[src/rtl/ghost_sched_pkg.sv]
// Shared types and timing constants for the ghost mode scheduler.
// All constants are width-matched to the counters that use them.
package ghost_sched_pkg;

    typedef enum logic [1:0] {
        G_WAIT    = 2'd0,
        G_SCATTER = 2'd1,
        G_CHASE   = 2'd2
    } global_mode_t;

    typedef enum logic [2:0] {
        HOUSE   = 3'd0,
        SCATTER = 3'd1,
        CHASE   = 3'd2,
        FRIGHT  = 3'd3,
        DEAD    = 3'd4
    } ghost_mode_t;

    localparam int          FPS         = 60;
    localparam logic [5:0]  LAST_FRAME  = 6'(FPS - 1);
    localparam logic [7:0]  SCAT_S_A    = 8'd7;
    localparam logic [7:0]  SCAT_S_B    = 8'd5;
    localparam logic [7:0]  CHASE_S     = 8'd20;
    localparam logic [3:0]  FRIGHT_S    = 4'd10;
    localparam logic [3:0]  FLASH_S     = 4'd5;
    localparam logic [7:0]  INKY_DOTS   = 8'd30;
    localparam logic [7:0]  CLYDE_DOTS  = 8'd60;
    localparam logic [7:0]  IDLE_FRAMES = 8'd240;
    localparam logic [10:0] BASE_PTS    = 11'd200;
    localparam logic [10:0] MAX_PTS     = 11'd1600;

endpackage

[src/rtl/ghost_sched_release_ctrl.sv]
// Ghost-house release order: level start, dot thresholds and idle timeout.
// Emits at most one one-hot release per frame, lowest index first.
module ghost_release_ctrl
    import ghost_sched_pkg::*;
(
    input  logic       frame_clk,
    input  logic       clr_all,
    input  logic       clr_life,
    input  logic       level_start,
    input  logic       pellet_eaten,
    output logic [3:0] ghost_release
);

    logic       started;
    logic [3:0] released;
    logic [7:0] dots;
    logic [7:0] idle;
    logic [3:0] elig;
    logic [3:0] cand;
    logic       force_rel;

    always_comb begin
        force_rel = started && !pellet_eaten && (idle == IDLE_FRAMES - 8'd1);
        elig[0]   = started || level_start;
        elig[1]   = started;
        elig[2]   = started && (dots >= INKY_DOTS);
        elig[3]   = started && (dots >= CLYDE_DOTS);
        cand      = ~released & (elig | {4{force_rel}});
        // isolate lowest set bit
        ghost_release = cand & (~cand + 4'd1);
    end

    always_ff @(posedge frame_clk) begin
        if (clr_all || clr_life) begin
            started  <= 1'b0;
            released <= 4'b0;
            idle     <= 8'd0;
            if (clr_all)
                dots <= 8'd0;
        end else begin
            started  <= started | level_start;
            released <= released | ghost_release;
            if (pellet_eaten && dots != 8'hFF)
                dots <= dots + 8'd1;
            if (!started || pellet_eaten || force_rel)
                idle <= 8'd0;
            else
                idle <= idle + 8'd1;
        end
    end

endmodule

[src/rtl/ghost_mode_scheduler.sv]
// Global scatter/chase timetable, frightened timer, per-ghost modes
// and eaten-ghost score combo for the four ghosts.
module ghost_mode_scheduler
    import ghost_sched_pkg::*;
(
    input  logic        frame_clk,
    input  logic        Reset,
    input  logic        new_map,
    input  logic        soft_reset,
    input  logic        level_start,
    input  logic        pellet_eaten,
    input  logic        power_pellet,
    input  logic [3:0]  ghost_eaten,
    input  logic [3:0]  ghost_home,
    output logic [1:0]  global_mode,
    output logic [11:0] ghost_mode,
    output logic        fright_flash,
    output logic [3:0]  reverse_req,
    output logic [11:0] score_add
);

    logic         clr_all;
    logic         clr_life;
    global_mode_t gm_q, gm_d;
    logic [1:0]   round_q, round_d;
    logic [5:0]   frame_q, frame_d;
    logic [7:0]   sec_q, sec_d;
    logic [7:0]   limit;
    logic [5:0]   fr_frame_q, fr_frame_d;
    logic [3:0]   fr_sec_q, fr_sec_d;
    logic [10:0]  combo_q, combo_d;
    logic [11:0]  score_d;
    logic [3:0]   rev_d;
    logic [3:0]   ghost_release;
    ghost_mode_t  mode_q [4];
    ghost_mode_t  mode_d [4];
    ghost_mode_t  target;
    logic         any_fright;
    logic         fright_done;
    logic         flip;

    assign clr_all  = Reset | new_map;
    assign clr_life = soft_reset;

    ghost_release_ctrl u_release (
        .frame_clk     (frame_clk),
        .clr_all       (clr_all),
        .clr_life      (clr_life),
        .level_start   (level_start),
        .pellet_eaten  (pellet_eaten),
        .ghost_release (ghost_release)
    );

    always_comb begin
        any_fright = 1'b0;
        for (int i = 0; i < 4; i++)
            if (mode_q[i] == FRIGHT)
                any_fright = 1'b1;

        gm_d    = gm_q;
        round_d = round_q;
        frame_d = frame_q;
        sec_d   = sec_q;
        limit   = (gm_q == G_CHASE) ? CHASE_S :
                  (round_q < 2'd2)  ? SCAT_S_A : SCAT_S_B;

        if (gm_q == G_WAIT) begin
            if (level_start)
                gm_d = G_SCATTER;
        end else if (!any_fright) begin
            if (frame_q == LAST_FRAME) begin
                frame_d = 6'd0;
                if (sec_q != 8'hFF)
                    sec_d = sec_q + 8'd1;
                // the last round's chase never ends
                if (sec_q == limit - 8'd1 &&
                    !(gm_q == G_CHASE && round_q == 2'd3)) begin
                    gm_d = (gm_q == G_CHASE) ? G_SCATTER : G_CHASE;
                    if (gm_q == G_CHASE)
                        round_d = round_q + 2'd1;
                end
            end else begin
                frame_d = frame_q + 6'd1;
            end
        end

        if (gm_d != gm_q) begin
            frame_d = 6'd0;
            sec_d   = 8'd0;
        end
        flip   = (gm_q != G_WAIT) && (gm_d != gm_q);
        target = (gm_d == G_CHASE) ? CHASE : SCATTER;
    end

    always_comb begin
        fright_done = any_fright && (fr_frame_q == LAST_FRAME) &&
                      (fr_sec_q == FRIGHT_S - 4'd1);
        fr_frame_d  = fr_frame_q;
        fr_sec_d    = fr_sec_q;
        if (power_pellet || fright_done) begin
            fr_frame_d = 6'd0;
            fr_sec_d   = 4'd0;
        end else if (any_fright) begin
            if (fr_frame_q == LAST_FRAME) begin
                fr_frame_d = 6'd0;
                fr_sec_d   = fr_sec_q + 4'd1;
            end else begin
                fr_frame_d = fr_frame_q + 6'd1;
            end
        end
    end

    always_comb begin
        combo_d = combo_q;
        score_d = 12'd0;
        rev_d   = 4'b0;
        for (int i = 0; i < 4; i++) begin
            mode_d[i] = mode_q[i];
            unique case (mode_q[i])
                HOUSE: begin
                    if (ghost_release[i])
                        mode_d[i] = target;
                end
                SCATTER, CHASE: begin
                    mode_d[i] = power_pellet ? FRIGHT : target;
                    rev_d[i]  = power_pellet | flip;
                end
                FRIGHT: begin
                    // scoring walks ghosts in index order
                    if (ghost_eaten[i]) begin
                        mode_d[i] = DEAD;
                        score_d   = score_d + {1'b0, combo_d};
                        combo_d   = (combo_d >= MAX_PTS) ? MAX_PTS :
                                    {combo_d[9:0], 1'b0};
                    end else if (power_pellet) begin
                        rev_d[i] = 1'b1;
                    end else if (fright_done) begin
                        mode_d[i] = target;
                    end
                end
                DEAD: begin
                    if (ghost_home[i])
                        mode_d[i] = target;
                end
                default: mode_d[i] = HOUSE;
            endcase
        end
        if (power_pellet)
            combo_d = BASE_PTS;
    end

    always_ff @(posedge frame_clk) begin
        if (clr_all || clr_life) begin
            gm_q        <= G_WAIT;
            round_q     <= 2'd0;
            frame_q     <= 6'd0;
            sec_q       <= 8'd0;
            fr_frame_q  <= 6'd0;
            fr_sec_q    <= 4'd0;
            combo_q     <= BASE_PTS;
            score_add   <= 12'd0;
            reverse_req <= 4'b0;
            for (int i = 0; i < 4; i++)
                mode_q[i] <= HOUSE;
        end else begin
            gm_q        <= gm_d;
            round_q     <= round_d;
            frame_q     <= frame_d;
            sec_q       <= sec_d;
            fr_frame_q  <= fr_frame_d;
            fr_sec_q    <= fr_sec_d;
            combo_q     <= combo_d;
            score_add   <= score_d;
            reverse_req <= rev_d;
            for (int i = 0; i < 4; i++)
                mode_q[i] <= mode_d[i];
        end
    end

    assign global_mode  = gm_q;
    assign ghost_mode   = {mode_q[3], mode_q[2], mode_q[1], mode_q[0]};
    assign fright_flash = any_fright && (fr_sec_q >= FLASH_S) &&
                          ((fr_frame_q / 6'd10) % 6'd2 == 6'd0);

endmodule

[config.mk]
export PLATFORM = sky130hd
export DESIGN_NAME = ghost_mode_scheduler
export DESIGN_NICKNAME = d
export VERILOG_FILES = /design/src/rtl/ghost_sched_pkg.sv /design/src/rtl/ghost_sched_release_ctrl.sv /design/src/rtl/ghost_mode_scheduler.sv
export SDC_FILE = /design/constraint.sdc
export NUM_CORES = 1
export LEC_CHECK = 0
export CAP_MARGIN = 0
export CELL_PAD_IN_SITES_DETAIL_PLACEMENT = 1
export CELL_PAD_IN_SITES_GLOBAL_PLACEMENT = 1
export CORE_ASPECT_RATIO = 0.6
export CORE_MARGIN = 1
export CORE_UTILIZATION = 35
export CTS_BUF_LIST = sky130_fd_sc_hd__clkbuf_8
export DETAILED_ROUTE_END_ITERATION = 10
export PLACE_DENSITY_LB_ADDON = 0.1
export SLEW_MARGIN = 20
export SYNTH_ARGS = -nofsm -noshare
export SYNTH_HDL_FRONTEND = slang
export SYNTH_HIERARCHICAL = 1
export SYNTH_SLANG_ARGS = --single-unit
[constraint.sdc]
create_clock -name frame_clk -period 7.5 [get_ports frame_clk]
set_clock_uncertainty 0.15 [all_clocks]
set_input_delay 1.125 -clock frame_clk [delete_from_list [all_inputs] [get_ports frame_clk]]
set_output_delay 1.125 -clock frame_clk [all_outputs]
set_load 0.005 [all_outputs]
==> impl_metrics.env <==
export IMPL_worst_setup_path_type="input port to flip-flop"
export IMPL_final_hold_viol_count=0
export IMPL_whs_path_depth=1
export IMPL_cts_made_buffers=9
export IMPL_grt_pass1_vias=6395
export IMPL_p_leak_nw=2.88
export IMPL_wire_per_inst_um=18.9
export IMPL_syn_avg_cell_area_um2=7.80
export IMPL_core_area_mm2=0.0183
export IMPL_r2r_end="score_add[10]"
export IMPL_dpl_cell_area_mm2=0.00737
export IMPL_wirelength_um=21600
export IMPL_async_flop_share_pct=0
export IMPL_tightest_slew_ns=1.08
export IMPL_n_antenna_cell=0
export IMPL_hpwl_um=16800
export IMPL_clk_pin_slew_ns=0.09
export IMPL_grtUsageTotal_pct=22.5
export IMPL_antenna_found_initial=0
export IMPL_cts_buffer_depth=2
export IMPL_clock_fmax_ghz=0.140
export IMPL_slowest_delay_ns=0.56
export IMPL_setup_violations_final=0
export IMPL_tritoncts="yes"
export IMPL_ys_ff_latch=88
export IMPL_nets=956
export IMPL_io_pins=46
export IMPL_grt_max_degree=28
export IMPL_crit_slowest_cell="clkdlybuf4s50_1"
export IMPL_min_to="u_release/idle[0]"
export IMPL_postSynthCellCount=852
export IMPL_clk_latency_ns=0.38
export IMPL_ant_nets=0
export IMPL_synth_ff_type="dfxtp_1"
export IMPL_drive_gt1_share_pct=6.34
export IMPL_synth_warning_count=6
export IMPL_root_buffer="clkbuf_8"
export IMPL_cp_max_fo=5
export IMPL_syn2layout_area_growth_pct=14.0
export IMPL_drc=6
export IMPL_vias_per_cell=5.74
export IMPL_layout_min_cycle_time_ns=7.12
export IMPL_routed_via_count=6543
export IMPL_overflow=0
export IMPL_synth_nets=914
export IMPL_gp_congestion=0.863
export IMPL_finalCritPeriodShare_pct=95.0
export IMPL_cts_sinks=88
export IMPL_rrSetupSlack_ns=1.11
export IMPL_maxCapViolCount=0
export IMPL_critPathArrivalTime_ns=7.26
export IMPL_hp_class="flip-flop to flip-flop"
export IMPL_post_cts_buffers=0
export IMPL_cp_data_required_time_ns=7.64
export IMPL_relSlewSlack_pct=26.2
export IMPL_r2r_start="mode_q[0][1]"
export IMPL_pwr_density_cell_mw_per_mm2=111
export IMPL_synth_cell_types=72
export IMPL_yosysSeqAreaShare_pct=27.7
export IMPL_rr_worst_depth=26
export IMPL_cp_num_buf_inv=2
export IMPL_synth_enable_flop_cells=8
export IMPL_final_cell_mix="102 x nor2_1, 85 x nand2_1, 80 x dfxtp_1"
export IMPL_hold_buffers=0
export IMPL_worstHoldStart="u_release/idle[0]"
export IMPL_violations="DRC"
export IMPL_drt_pass1_iterations=8
export IMPL_rsz0062_at_grt="no"
export IMPL_die_h_um=109
export IMPL_grt_pass1_wl_um=34700
export IMPL_layout_commonest_cell="nor2_1"
export IMPL_setup_worst_path_end_class="flip-flop"
export IMPL_cts_resized=0
export IMPL_die_w_um=180
export IMPL_drtIter0Drc=396
export IMPL_die_area_mm2=0.0195
export IMPL_htree_levels=3
export IMPL_setup_tns_ns=0
export IMPL_port_buffers=45
export IMPL_slew_violations=0
export IMPL_vdd_drop_max_uv=70.3
export IMPL_start_util_pct=36.3
export IMPL_critPathTopFamily="compound AO/OA/AOI/OAI gates"
export IMPL_synthesis_area_mm2=0.00664
export IMPL_outcome="finished with violations"
export IMPL_fp_row_count=38
export IMPL_design_area_mm2=0.00757
export IMPL_critPathLaunchType="input port"
## synthesized netlist by cell type (all sizes together) (5+ instances only)
cell | instances | area, µm²
nand3 | 37 | 185
a21oi | 59 | 295
a31oi | 15 | 93.8
a22oi | 5 | 37.5
o2111ai | 8 | 70.1
o211ai | 7 | 52.6
nand3b | 9 | 67.6
nand2 | 86 | 325
o21ai | 38 | 190
o31ai | 10 | 75.1
xnor2 | 24 | 210
inv | 43 | 161
a22o | 5 | 43.8
nor2b | 8 | 50.1
or2 | 6 | 37.5
a21o | 7 | 52.6
o32ai | 5 | 43.8
ha | 44 | 551
nand2b | 16 | 100
dfxtp | 80 | 1600
edfxtp | 8 | 240
and2 | 12 | 75.1
or4 | 5 | 41.3
nor4 | 7 | 50.1
xor2 | 24 | 210
o2bb2ai | 5 | 43.8
o22a | 7 | 61.3
a211oi | 11 | 82.6
or3 | 6 | 37.5
mux2 | 7 | 78.8
buf | 9 | 56.3
nand4 | 12 | 75.1
mux2i | 8 | 80.1
clkbuf | 21 | 78.8
nor3 | 22 | 110
o21a | 18 | 136
nor2 | 102 | 383
## where the power goes
group	switching [W]	internal [W]	total [W]
logic	0.0000206	0.0000140	0.0000346
registers	0.00000522	0.000477	0.000482
clock network	0.000195	0.000130	0.000325
## per-layer routing
metal	track usage, %	share of wire, %	vias up
met5	0	0	-
met4	3.14	0.61	0
met3	4.51	4.6	12
met2	33.3	40	132
met1	34.0	55	3198
li1	-	-	3201
## stage by stage
step | instances | power [W] | utilization (%) | hold WS (ns) | setup WS [ns]
after global placement | 1120 | 0.000526 | 40.2 | 0.310 | 0.327
after global routing | 1139 | 0.000879 | 41.4 | 0.396 | 0.0221
after CTS | 1136 | 0.000856 | 41.2 | 0.343 | 0.400
after detailed placement | 1120 | 0.000528 | 40.3 | 0.319 | 0.0141
after floorplan | 852 | 0.000508 | - | 0.292 | 0.985
final | 1139 | 0.000842 | 41.4 | 0.345 | 0.377
## cells by family after synthesis
family                     share of synthesized area, %
adders and majority gates                          9.19
and+or+nand+nor                                    25.2
buffers and inverters                              4.46
xor gates and xnor gates                           6.33
DFF                                                27.7
muxes                                              2.39
AOI/OAI and AO/OA                                  24.7
## registers in the layout (all words and copies together), names as in the netlist
signal,cells
round_q,2
frame_q,6
score_add,12
combo_q,11
mode_q,12
u_release/released,4
global_mode,2
reverse_req,4
u_release/idle,8
u_release/started,1
fr_frame_q,6
fr_sec_q,4
u_release/dots,8
sec_q,8
## worst max path at each step
stage                     slack (ns)             to      startpoint  cells past startpoint
final                           0.38  score_add[10]  ghost_eaten[0]                     27
after CTS                       0.40  score_add[10]  ghost_eaten[0]                     27
after global placement          0.33  score_add[10]  ghost_eaten[0]                     27
after floorplan                 0.98  score_add[10]  ghost_eaten[0]                     29
after detailed placement        0.01  score_add[10]  ghost_eaten[0]                     27
after global routing            0.02  score_add[10]  ghost_eaten[0]                     27
## final cells by class
cell class                      count  area, µm²
Clock inverter                      6       42.5
Inverter                           43        161
Fill cell                        2212      10700
Sequential cell                    88       1840
Multi-Input combinational cell    691       4520
Clock buffer                       10        138
Timing Repair Buffer               61        571
Tap cell                          240        300
(Power assumes the default switching activity.)
